===== config.mk =====
export PLATFORM = sky130hd
export DESIGN_NAME = pipe_ctrl
export DESIGN_NICKNAME = d
export VERILOG_FILES = /design/src/rtl/pipe_ctrl.sv
export SDC_FILE = /design/constraint.sdc
export NUM_CORES = 1
export LEC_CHECK = 0
export BUFFER_PORTS_ARGS = -buffer_cell sky130_fd_sc_hd__buf_4
export CORE_ASPECT_RATIO = 0.9
export CORE_UTILIZATION = 34
export CTS_CLUSTER_SIZE = 20
export DETAILED_ROUTE_END_ITERATION = 6
export PLACE_DENSITY = 0.82
export SLEW_MARGIN = 10
export SYNTH_ARGS = -nofsm -noshare
export SYNTH_HDL_FRONTEND = slang
export SYNTH_SLANG_ARGS = --single-unit
export TNS_END_PERCENT = 10

===== constraint.sdc =====
create_clock -name clk -period 2.6 [get_ports clk]
set_input_delay 0.52 -clock clk [delete_from_list [all_inputs] [get_ports clk]]
set_output_delay 0.52 -clock clk [all_outputs]
set_load 0.02 [all_outputs]

===== src/rtl/pipe_ctrl.sv =====
// -----------------------------------------------------------------------------
// pipe_ctrl
//
// Pipeline control unit for the five-stage MIPS core. It merges the per-stage
// stall requests into one stall vector, sequences multi-cycle execute
// operations (div/mult) with a down-counter FSM, and raises flush plus a
// redirect PC when the mem stage reports an exception or eret.
//
// Parameters
//   DIV_CYCLES  RUN cycles of a multi-cycle op (2..255)
//   EXC_VECTOR  redirect PC for every non-eret exception
//
// Ports
//   clk                 single clock, rising edge
//   rst                 synchronous active-low reset
//   stallreq_from_if    fetch not ready
//   stallreq_from_id    load-use hazard
//   stallreq_from_ex    ex-stage single-cycle hold
//   stallreq_from_mem   data memory not ready
//   mc_start            ex stage begins a multi-cycle op
//   mc_cancel           abort the multi-cycle op in progress
//   excepttype[31:0]    mem-stage exception code, zero = none
//   cp0_epc[31:0]       eret return address
//   stall[5:0]          hold per stage: pc, if, id, ex, mem, wb
//   flush               discard all in-flight instructions
//   new_pc[31:0]        redirect target, valid while flush
//   mc_done             one-cycle pulse, multi-cycle result ready
//   busy                multi-cycle FSM not IDLE
//   stall_cycles[31:0]  cycles with stall[0]=1
//
// Build option
//   PIPE_CTRL_PERF_EN   when defined, stall_cycles is a live 32-bit counter;
//                       otherwise it is tied to zero and no register exists.
//
// Multi-cycle FSM
//   state   | meaning
//   --------+-------------------------------------------------------------
//   ST_IDLE | no op; mc_start loads the counter and stalls this cycle
//   ST_RUN  | op in flight, ex-and-upstream held, counter counts down
//   ST_DONE | result ready, mc_done pulses, pipeline released
// -----------------------------------------------------------------------------
module pipe_ctrl #(
  parameter int          DIV_CYCLES = 32,
  parameter logic [31:0] EXC_VECTOR = 32'h0000_0020
) (
  input  logic        clk,
  input  logic        rst,
  input  logic        stallreq_from_if,
  input  logic        stallreq_from_id,
  input  logic        stallreq_from_ex,
  input  logic        stallreq_from_mem,
  input  logic        mc_start,
  input  logic        mc_cancel,
  input  logic [31:0] excepttype,
  input  logic [31:0] cp0_epc,
  output logic [5:0]  stall,
  output logic        flush,
  output logic [31:0] new_pc,
  output logic        mc_done,
  output logic        busy,
  output logic [31:0] stall_cycles
);

  typedef enum logic [1:0] {
    ST_IDLE = 2'd0,
    ST_RUN  = 2'd1,
    ST_DONE = 2'd2
  } mc_state_t;

  localparam logic [31:0] ERET_CODE = 32'h0000_000e;
  localparam logic [7:0]  MC_LOAD   = 8'(DIV_CYCLES - 1);

  localparam logic [5:0] PAT_IF  = 6'b000011;
  localparam logic [5:0] PAT_ID  = 6'b000111;
  localparam logic [5:0] PAT_EX  = 6'b001111;
  localparam logic [5:0] PAT_MC  = 6'b001111;
  localparam logic [5:0] PAT_MEM = 6'b011111;

  mc_state_t  state, state_nxt;
  logic [7:0] cnt, cnt_nxt;
  logic       mc_hold;
  logic       exc_active;
  logic [5:0] stall_req;

  // Outputs are forced quiet while reset is asserted, so an exception code
  // sitting on the bus during reset does not produce a flush.
  assign exc_active = rst && (excepttype != 32'h0);

  always_ff @(posedge clk) begin
    if (!rst) begin
      state <= ST_IDLE;
      cnt   <= 8'h00;
    end else begin
      state <= state_nxt;
      cnt   <= cnt_nxt;
    end
  end

  always_comb begin
    state_nxt = state;
    cnt_nxt   = cnt;
    mc_hold   = 1'b0;
    case (state)
      ST_IDLE: begin
        if (mc_start) begin
          // The start cycle already holds the pipe so the ex stage keeps
          // the operands steady.
          mc_hold = 1'b1;
          if (!exc_active) begin
            state_nxt = ST_RUN;
            cnt_nxt   = MC_LOAD;
          end
        end
      end
      ST_RUN: begin
        mc_hold = 1'b1;
        if (mc_cancel) begin
          state_nxt = ST_IDLE;
          cnt_nxt   = 8'h00;
        end else if (cnt == 8'h00) begin
          state_nxt = ST_DONE;
        end else begin
          cnt_nxt = cnt - 8'h01;
        end
      end
      ST_DONE: begin
        state_nxt = ST_IDLE;
      end
      default: begin
        state_nxt = ST_IDLE;
        cnt_nxt   = 8'h00;
      end
    endcase

    // A flush kills any op in flight, including one that just finished.
    if (exc_active) begin
      state_nxt = ST_IDLE;
      cnt_nxt   = 8'h00;
    end
  end

  // Patterns are nested, so OR-ing them lets the most downstream request win.
  always_comb begin
    stall_req = 6'b000000;
    if (stallreq_from_if)  stall_req = stall_req | PAT_IF;
    if (stallreq_from_id)  stall_req = stall_req | PAT_ID;
    if (stallreq_from_ex)  stall_req = stall_req | PAT_EX;
    if (mc_hold)           stall_req = stall_req | PAT_MC;
    if (stallreq_from_mem) stall_req = stall_req | PAT_MEM;
  end

  always_comb begin
    stall  = 6'b000000;
    flush  = 1'b0;
    new_pc = 32'h0;
    if (rst) begin
      if (exc_active) begin
        flush  = 1'b1;
        new_pc = (excepttype == ERET_CODE) ? cp0_epc : EXC_VECTOR;
      end else begin
        stall = stall_req;
      end
    end
  end

  assign mc_done = (state == ST_DONE);
  assign busy    = (state != ST_IDLE);

`ifdef PIPE_CTRL_PERF_EN
  logic [31:0] perf_cnt;

  always_ff @(posedge clk) begin
    if (!rst) begin
      perf_cnt <= 32'h0;
    end else if (stall[0]) begin
      perf_cnt <= perf_cnt + 32'h1;
    end
  end

  assign stall_cycles = perf_cnt;
`else
  assign stall_cycles = 32'h0;
`endif

endmodule


# Word level (Yosys, flattened, before mapping)
# Cells that the tools add are included.
[word_totals]
regBits = 10
output_inout_bits = 73
elab_cells = 41
[op_classes]
n_addsub = 1
n_eq_ne = 6
muxes = 22
n_bitwise = 2
n_reduce_logical = 8
[ops]
columns = ["op", "n"]
rows = [
  ["$mux W32", 3],
  ["$eq A32 B4 Y1 const B", 1],
  ["$reduce_bool A32 Y1", 1],
  ["$mux W8", 3],
  ["$pmux W8 S3", 1],
  ["$mux W6", 2],
  ["$logic_not A8 Y1", 1],
  ["$mux W2", 4],
  ["$mux W4", 2],
  ["$sub A8 B1 Y8 const B", 1],
  ["$ne A3 B3 Y1 const B", 2],
  ["$mux W5", 1],
  ["$pmux W2 S2", 1],
  ["$mux W1", 3],
  ["$mux W3", 1],
  ["$reduce_and A3 Y1", 1],
  ["$eq A2 B1 Y1 const B", 1],
  ["$eq A2 B2 Y1 const B", 1],
  ["$logic_not A2 Y1", 1],
  ["$ne A2 B2 Y1 const B", 1],
  ["$not A1 Y1", 2],
  ["$pmux W1 S2", 1],
  ["$reduce_and A2 Y1", 1],
  ["$reduce_bool A2 Y1", 1],
  ["other kinds (2)", 2],
]

# Longest topological paths before layout
# Gate-level depths: netlist of the first run.
[logic_depth]
word_depth = 7
ltp_mapped = 6

# Worst setup path before layout of the first run
# No wires, ideal clock.
[synth_path]
path_type = "input -> output"
startpoint = "in excepttype[21]"
endpoint = "out stall[1]"
arrival_ps = 1883
required_ps = 2080
setup_slack_ps = 197
path_stages = 5
path_buffers = 1
cell_sequence = "nor4_1 and4_1 nand3_1 nor2_1 buf_4"
[synth_via]
elab_chain_cells = 4
[synth_rtl]
columns = ["item", "line_no", "source"]
rows = [
  ["start: declaration", "54", "input logic [31:0] excepttype,"],
  ["$reduce_bool A32 Y1", "87", "assign exc_active = rst && (excepttype != 32'h0);"],
  ["$logic_and A1 B1 Y1", "87", ""],
  ["$mux W6", "157", "if (exc_active) begin"],
  ["$mux W6", "156", "if (rst) begin"],
  ["end: declaration", "56", "output logic [5:0] stall,"],
]
# Every way passes these cells.

# Worst setup path after layout of the first run
[layout_path]
startpoint = "in excepttype[16]"
endpoint = "out new_pc[9]"
[layout_via]
elab_chain_cells = 4
[layout_rtl]
columns = ["item", "line_no", "source"]
rows = [
  ["$eq A32 B4 Y1 or $reduce_bool A32 Y1 (tied branches)", "159, 87", ""],
  ["$mux W32 or $logic_and A1 B1 Y1 (tied branches)", "159, 87", ""],
  ["$mux W32 (*)", "157", ""],
  ["$mux W32 (*)", "156", ""],
  ["end: declaration", "58", "output logic [31:0] new_pc,"],
]
# Mark *: on every way between the ends. The rest lies on a longest branch, timed or not.

==> results of run 1 <==
[worst max-delay path: stages]
cell and delay (ns):
buf_4 0.11, nor4_2 0.29, nand4_1 0.20, nor4_4 0.24, buf_4 0.18, buf_12 0.13
and2_1 0.17, buf_4 0.15
[layout by cell type (no fill, tap or decap), types with 3 or more instances in the layout]
master / Yosys / routed
buf_4: 34 / 116
nor3_1: 6 / 6
dfxtp_1: 10 / 10
nand4_1: 3 / 3
a21oi_1: 10 / 10
clkbuf_8: 0 / 3
inv_1: 6 / 6
nor4_4: 0 / 6
and2_1: 32 / 32
nor3b_1: 3 / 3
nand3_1: 4 / 4
nand2_1: 3 / 3
or3b_1: 3 / 3
nor2b_1: 3 / 3
and4_1: 3 / 3
conb_1: 1 / 33
nor2_1: 10 / 10
o21ai_0: 4 / 4
[logic make-up after synthesis]
logic type / count (synthesis) / share of synthesized area (%)
xor gates and xnor gates: 2 / 1.39
AOI/OAI and AO/OA: 24 / 13.0
adders and majority gates: 2 / 1.98
and+or+nand+nor: 86 / 42.2
other: 1 / 0.296
DFF: 10 / 15.8
muxes: 2 / 1.58
buffers and inverters: 45 / 23.7
[flip-flops by register name (all words and copies together) (netlist names)]
register,count
state,2
cnt,8
[stage by stage]
| step | TNS [ns] | std cells | setup slack (ns) | cell area, sq um | utilization, % |
|---|---|---|---|---|---|
| final | 0 | 330 | 0.0814 | 2210 | 64.0 |
| after detailed placement | -1.59 | 324 | -0.0880 | 2050 | 59.3 |
| after floorplan | 0 | 204 | 0.197 | 1390 | - |
| after CTS | 0 | 328 | 0.0272 | 2110 | 61.2 |
| after global placement | -0.911 | 324 | -0.0777 | 2050 | 59.3 |
| after global routing | -0.0841 | 330 | -0.0349 | 2210 | 64.0 |
[per-layer routing]
layer	GRT usage, %	vias up	routed length, um
li1	-	762	-
met1	25.9	701	1920
met2	39.5	79	2320
met3	4.01	4	336
met4	5.17	0	29
met5	0	-	0
[power groups by stage]
| stage | Sequential (W) | Clock (W) | Combinational [W] |
|---|---|---|---|
| 2_1_floorplan | 0.000157 | 0 | 0.000100 |
| 6_report | 0.000154 | 0.000161 | 0.000170 |
| 5_1_grt | 0.000154 | 0.000171 | 0.000182 |
| 4_1_cts | 0.000154 | 0.000165 | 0.000157 |
| 3_3_place_gp | 0.000157 | 0 | 0.000153 |
| 3_5_place_dp | 0.000157 | 0 | 0.000155 |
[final timing paths]
path	cells past startpoint	from	to	slack, ns
setup / recovery	8	excepttype[16]	new_pc[9]	0.08
hold reg to reg	2	cnt[1]	cnt[1]	0.50
setup reg to reg	4	state[0]	cnt[1]	0.75
hold / removal	2	cnt[1]	cnt[1]	0.50
[cell type report]
| cell class | instances | share of cell area (%) |
|---|---|---|
| multi-input combinational | 149 | 44.1 |
| timing repair buffer | 118 | 41.4 |
| clock buffer | 3 | 1.87 |
| tap | 44 | 2.49 |
| inverter | 6 | 1.02 |
| sequential | 10 | 9.06 |
[timing repair]
| item | 4_1_cts | 5_1_grt |
|---|---|---|
| buffers inserted | 1 | 1 |
| pin swaps | 1 | 2 |
| gates resized for setup | 3 | 8 |
| endpoints found under the setup margin | 31 | 31 |
| cloned | 0 | 1 |
| endpoints found under the hold margin | 0 | 0 |
==> run_results.csv, run 1 <==
group,metric,value,unit
route,wl_per_cell,14.0,um
placement,dp_hpwl,3.68,mm
worst_setup_path,crit_path_end_kind,"output port",
floorplan,die_h,59.9,um
layout,nets,362,
layout,fillers,311,
cts,cts_tree,"yes",
placement,routabilityCongestion,0.847,
route,routed_wl,4.61,mm
logic_synthesis,synth_edf_count,0,
logic_synthesis,synth_area_leaders,"buf_4, and2_1, dfxtp_1",
cts,cts_hold_buf,0,
route,drtIter0Drc,52,
floorplan,start_util,36.6,%
floorplan,design.die.area,0.00397,sq mm
layout,multi_input_area,975,sq um
sta,fin_crit_sh,96.9,%
pwr,p_clk_share,33.3,%
route,ant_nets,0,
route,dr.pass1.iters,4,
sta,drv_slew,0,
floorplan,ios,145,
pwr,switchingPower,0.000145,W
logic_synthesis,syn_inst,172,
floorplan,die_w,66.3,um
layout,regArea,200,sq um
logic_synthesis,ys_warn_count,0,
global_route,grt_pass1_vias,1338,
global_route,grt_pass1_wl,6.39,mm
floorplan,coreArea,0.00345,sq mm
logic_synthesis,synth_top_area_cell,"buf_4",
global_route,grt_antenna_before_repair,0,
worst_hold_path,hold_path.class,"reg -> reg",
global_route,overflow,0,
global_route,track_usage,21.6,%
placement,port_buffers,111,
pwr,combPwrFrac,35.0,%
route,vias,1546,
cts,cts-root-buf,"clkbuf_8",
pwr,switching_share,30.0,%
pwr,p_leak,1.13,nW
logic_synthesis,synthDistinctLibCells,36,
run_status,status,"finished clean",
layout,antenna_cells,0,
layout,area_growth,74.7,%
logic_synthesis,yosys-top-cells-count,"buf_4, and2_1, a21oi_1, dfxtp_1, nor2_1",
cts,cts_buffers,3,
sta,whs,0.500,ns
worst_setup_path,critPathKind,"in -> out",
logic_synthesis,async_flop_share,0,%
worst_setup_path,worstPathArrival,2.00,ns
pwr,cell_internal_pwr,0.000339,W
sta,setup-violations-final,0,
logic_synthesis,yosysMostFrequentCell,"buf_4",
pwr,pwr-share-seq,31.7,%
logic_synthesis,yosys.area.top_type_share,20.2,%
logic_synthesis,ys_seq_area_share,15.8,%
cts,clock_path_buffers,2,
worst_setup_path,crit_required,2.08,ns
cts,cts_max_level,1,
cts,clock_sinks,10,
sta,hold_viol,0,
floorplan,rows,20,
worst_setup_path,start_kind,"input pin",
layout,drive_gt1_share,46.5,%
worst_setup_path,crit_path_max_fanout,16,
global_route,grt_max_degree,32,
route,viasPerCell,4.68,
logic_synthesis,ys.flop_type,"dfxtp_1",
logic_synthesis,syn_area_per_cell,7.35,sq um
sta,skew,0.00444,ns
pwr,peakVddDrop,0.000169,V
sta,fmax,397,MHz
logic_synthesis,syn_area,0.00126,sq mm
sta,fin_crit,2.52,ns
flow_run,drv_cap,0,
cts,clkSlewWorstSetupHoldPaths,0.05,ns
sta,worstMarginPinSlew,0.520,ns
logic_synthesis,ys_ff_latch,10,
pwr,p_per_area,219,mW/mm^2
pwr,power,0.000484,W
cts,clk_latency,0.24,ns
sta,relSlewSlack,65.3,%
route,drc,0,
(Power assumes the default switching activity.)
==> run 2: changes to the inputs <==
- RECOVER_POWER: unset -> 25
==> run 2 against run 1 <==
Compared with the run above: clock skew fell by 0.00097 ns; power hardly changed; combinational power about the same; critical path depth is the same; non-clock buffer count did not move; critical endpoint unchanged; largest cell class unchanged; worst hold slack gained 0.0010 ns; sequential share of layout area rose by 0.14 points; final cell count is the same; flip-flop and latch count unchanged; largest power group unchanged; via count down 0.32%; register-to-register slack lost 0.28 ns; setup slack barely moved.
==> run_results.csv, run 2 (synthesis gave the netlist of run 1 again) <==
group,metric,value,unit
placement,port_buffers,111,
route,routed_wl,4.60,mm
layout,largest_reg_flops,8,
pwr,power,0.000484,W
sta,relSlewSlack,49.4,%
global_route,grt_antenna_before_repair,0,
layout,regMostFlops,"cnt",
global_route,overflow,0,
sta,setup-violations-final,0,
cts,cts_max_level,1,
sta,drv_slew,0,
worst_setup_path,critPathKind,"in -> out",
floorplan,die_w,66.3,um
pwr,p_per_area,222,mW/mm^2
layout,layout_common_cells,"buf_4, conb_1, and2_1",
placement,dp_hpwl,3.68,mm
cts,clock_path_buffers,2,
global_route,grt_pass1_vias,1338,
worst_setup_path,crit_path_max_fanout,16,
sta,skew,0.00348,ns
cts,clk_latency,0.24,ns
cts,clkSlewWorstSetupHoldPaths,0.05,ns
floorplan,start_util,36.6,%
worst_setup_path,start_kind,"input pin",
layout,layout_commonest_cell,"buf_4",
layout,area_growth,72.0,%
route,ant_nets,0,
sta,worstMarginPinSlew,0.757,ns
placement,dp_slack,-0.0880,ns
worst_setup_path,regToRegSetupSlack,0.47,ns
cts,cts_tree,"yes",
global_route,grt_max_degree,32,
worst_setup_path,reg2reg_depth,6,
sta,hold_viol,0,
layout,nets,362,
layout,final_util,63.0,%
layout,antenna_cells,0,
floorplan,rows,20,
layout,fillers,319,
pwr,peakVddDrop,0.000169,V
worst_setup_path,worstPathArrival,2.00,ns
cts,cts_hold_buf,0,
worst_setup_path,crit_path_end_kind,"output port",
route,wl_per_cell,13.9,um
route,drc,0,
cts,cts_buffers,3,
route,vias,1541,
sta,fin_crit_sh,96.9,%
worst_setup_path,r2r-end,"cnt[1]",
floorplan,ios,145,
route,dr.pass1.iters,4,
sta,fmax,397,MHz
worst_hold_path,hold_path.class,"reg -> reg",
floorplan,die_h,59.9,um
floorplan,design.die.area,0.00397,sq mm
run_status,status,"finished clean",
floorplan,coreArea,0.00345,sq mm
route,viasPerCell,4.67,
worst_setup_path,crit_required,2.08,ns
route,drtIter0Drc,59,
layout,multi_input_area,956,sq um
sta,postLayoutSetupSlackWorst,0.0814,ns
global_route,grt_pass1_wl,6.39,mm
sta,fin_crit,2.52,ns
layout,reg.largest.list,"cnt x8, state x2",
placement,routabilityCongestion,0.847,
worst_setup_path,r2r-start,"cnt[0]",
worst_hold_path,min_from,"cnt[1]",
worst_hold_path,hold_path_end,"cnt[1]",
global_route,track_usage,21.6,%
pwr,p_leak,1.11,nW
cts,cts-root-buf,"clkbuf_8",
cts,clock_sinks,10,
flow_run,drv_cap,0,
layout,drive_gt1_share,44.8,%
worst_hold_path,hold_path_depth,2,
layout,regArea,200,sq um
-- run 2: cell count changes in the layout (fill, tap and decap cells not counted) --
cell | before | now
o21ai_1 | 2 | 1
clkbuf_1 | 0 | 4
o32ai_1 | 0 | 1
o21ai_0 | 4 | 5
o32ai_4 | 1 | 0
buf_4 | 116 | 112
-- run 2: where the power goes --
part           internal (W)        switching, W
Clock              0.000101           0.0000616
Sequential         0.000154  0.0000000000000379
Combinational     0.0000822           0.0000851
Total              0.000337            0.000147
-- run 2: critical path: stages --
cell and delay (ns):
buf_4 0.11, nor4_2 0.29, nand4_1 0.20, nor4_4 0.24
buf_4 0.18, buf_12 0.13, and2_1 0.17, buf_4 0.15
-- run 2: cell type report --
cell class	count	area share, %
multi-input cells	149	43.9
inverters	6	1.04
clock buffers	3	1.90
flip-flops and latches	10	9.20
well taps	44	2.53
repair buffers	118	41.4
-- run 2: layer usage --
metal  up-vias  GRT usage (%)  wire length (um)
met5         -              0                 0
li1        763              -                 -
met1       701           25.9              1920
met4         0           5.17                37
met2        72           39.5              2310
met3         5           4.01               328
-- run 2: timing repair --
action	CTS	global route
gates cloned	0	1
setup buffers	1	1
setup endpoints to repair	31	31
gates resized for setup	3	8
pin swaps	1	2
-- run 2: metrics by stage --
step	instances	setup TNS, ns	hold WS, ns	instance area (sq um)
2_1_floorplan	204	0	0.453	1390
3_3_place_gp	324	-0.911	0.478	2050
3_5_place_dp	324	-1.59	0.489	2050
4_1_cts	328	0	0.497	2110
5_1_grt	330	-0.0841	0.513	2180
6_report	330	0	0.501	2180
-- run 2: how the worst max path moves through the flow --
stage                   start         to  cells after the start
2_1_floorplan  excepttype[21]   stall[1]                      5
3_3_place_gp   excepttype[13]  new_pc[1]                      7
5_1_grt        excepttype[13]  new_pc[9]                      9
4_1_cts         excepttype[0]  new_pc[9]                      8
3_5_place_dp   excepttype[13]  new_pc[9]                      7
6_report       excepttype[16]  new_pc[9]                      8
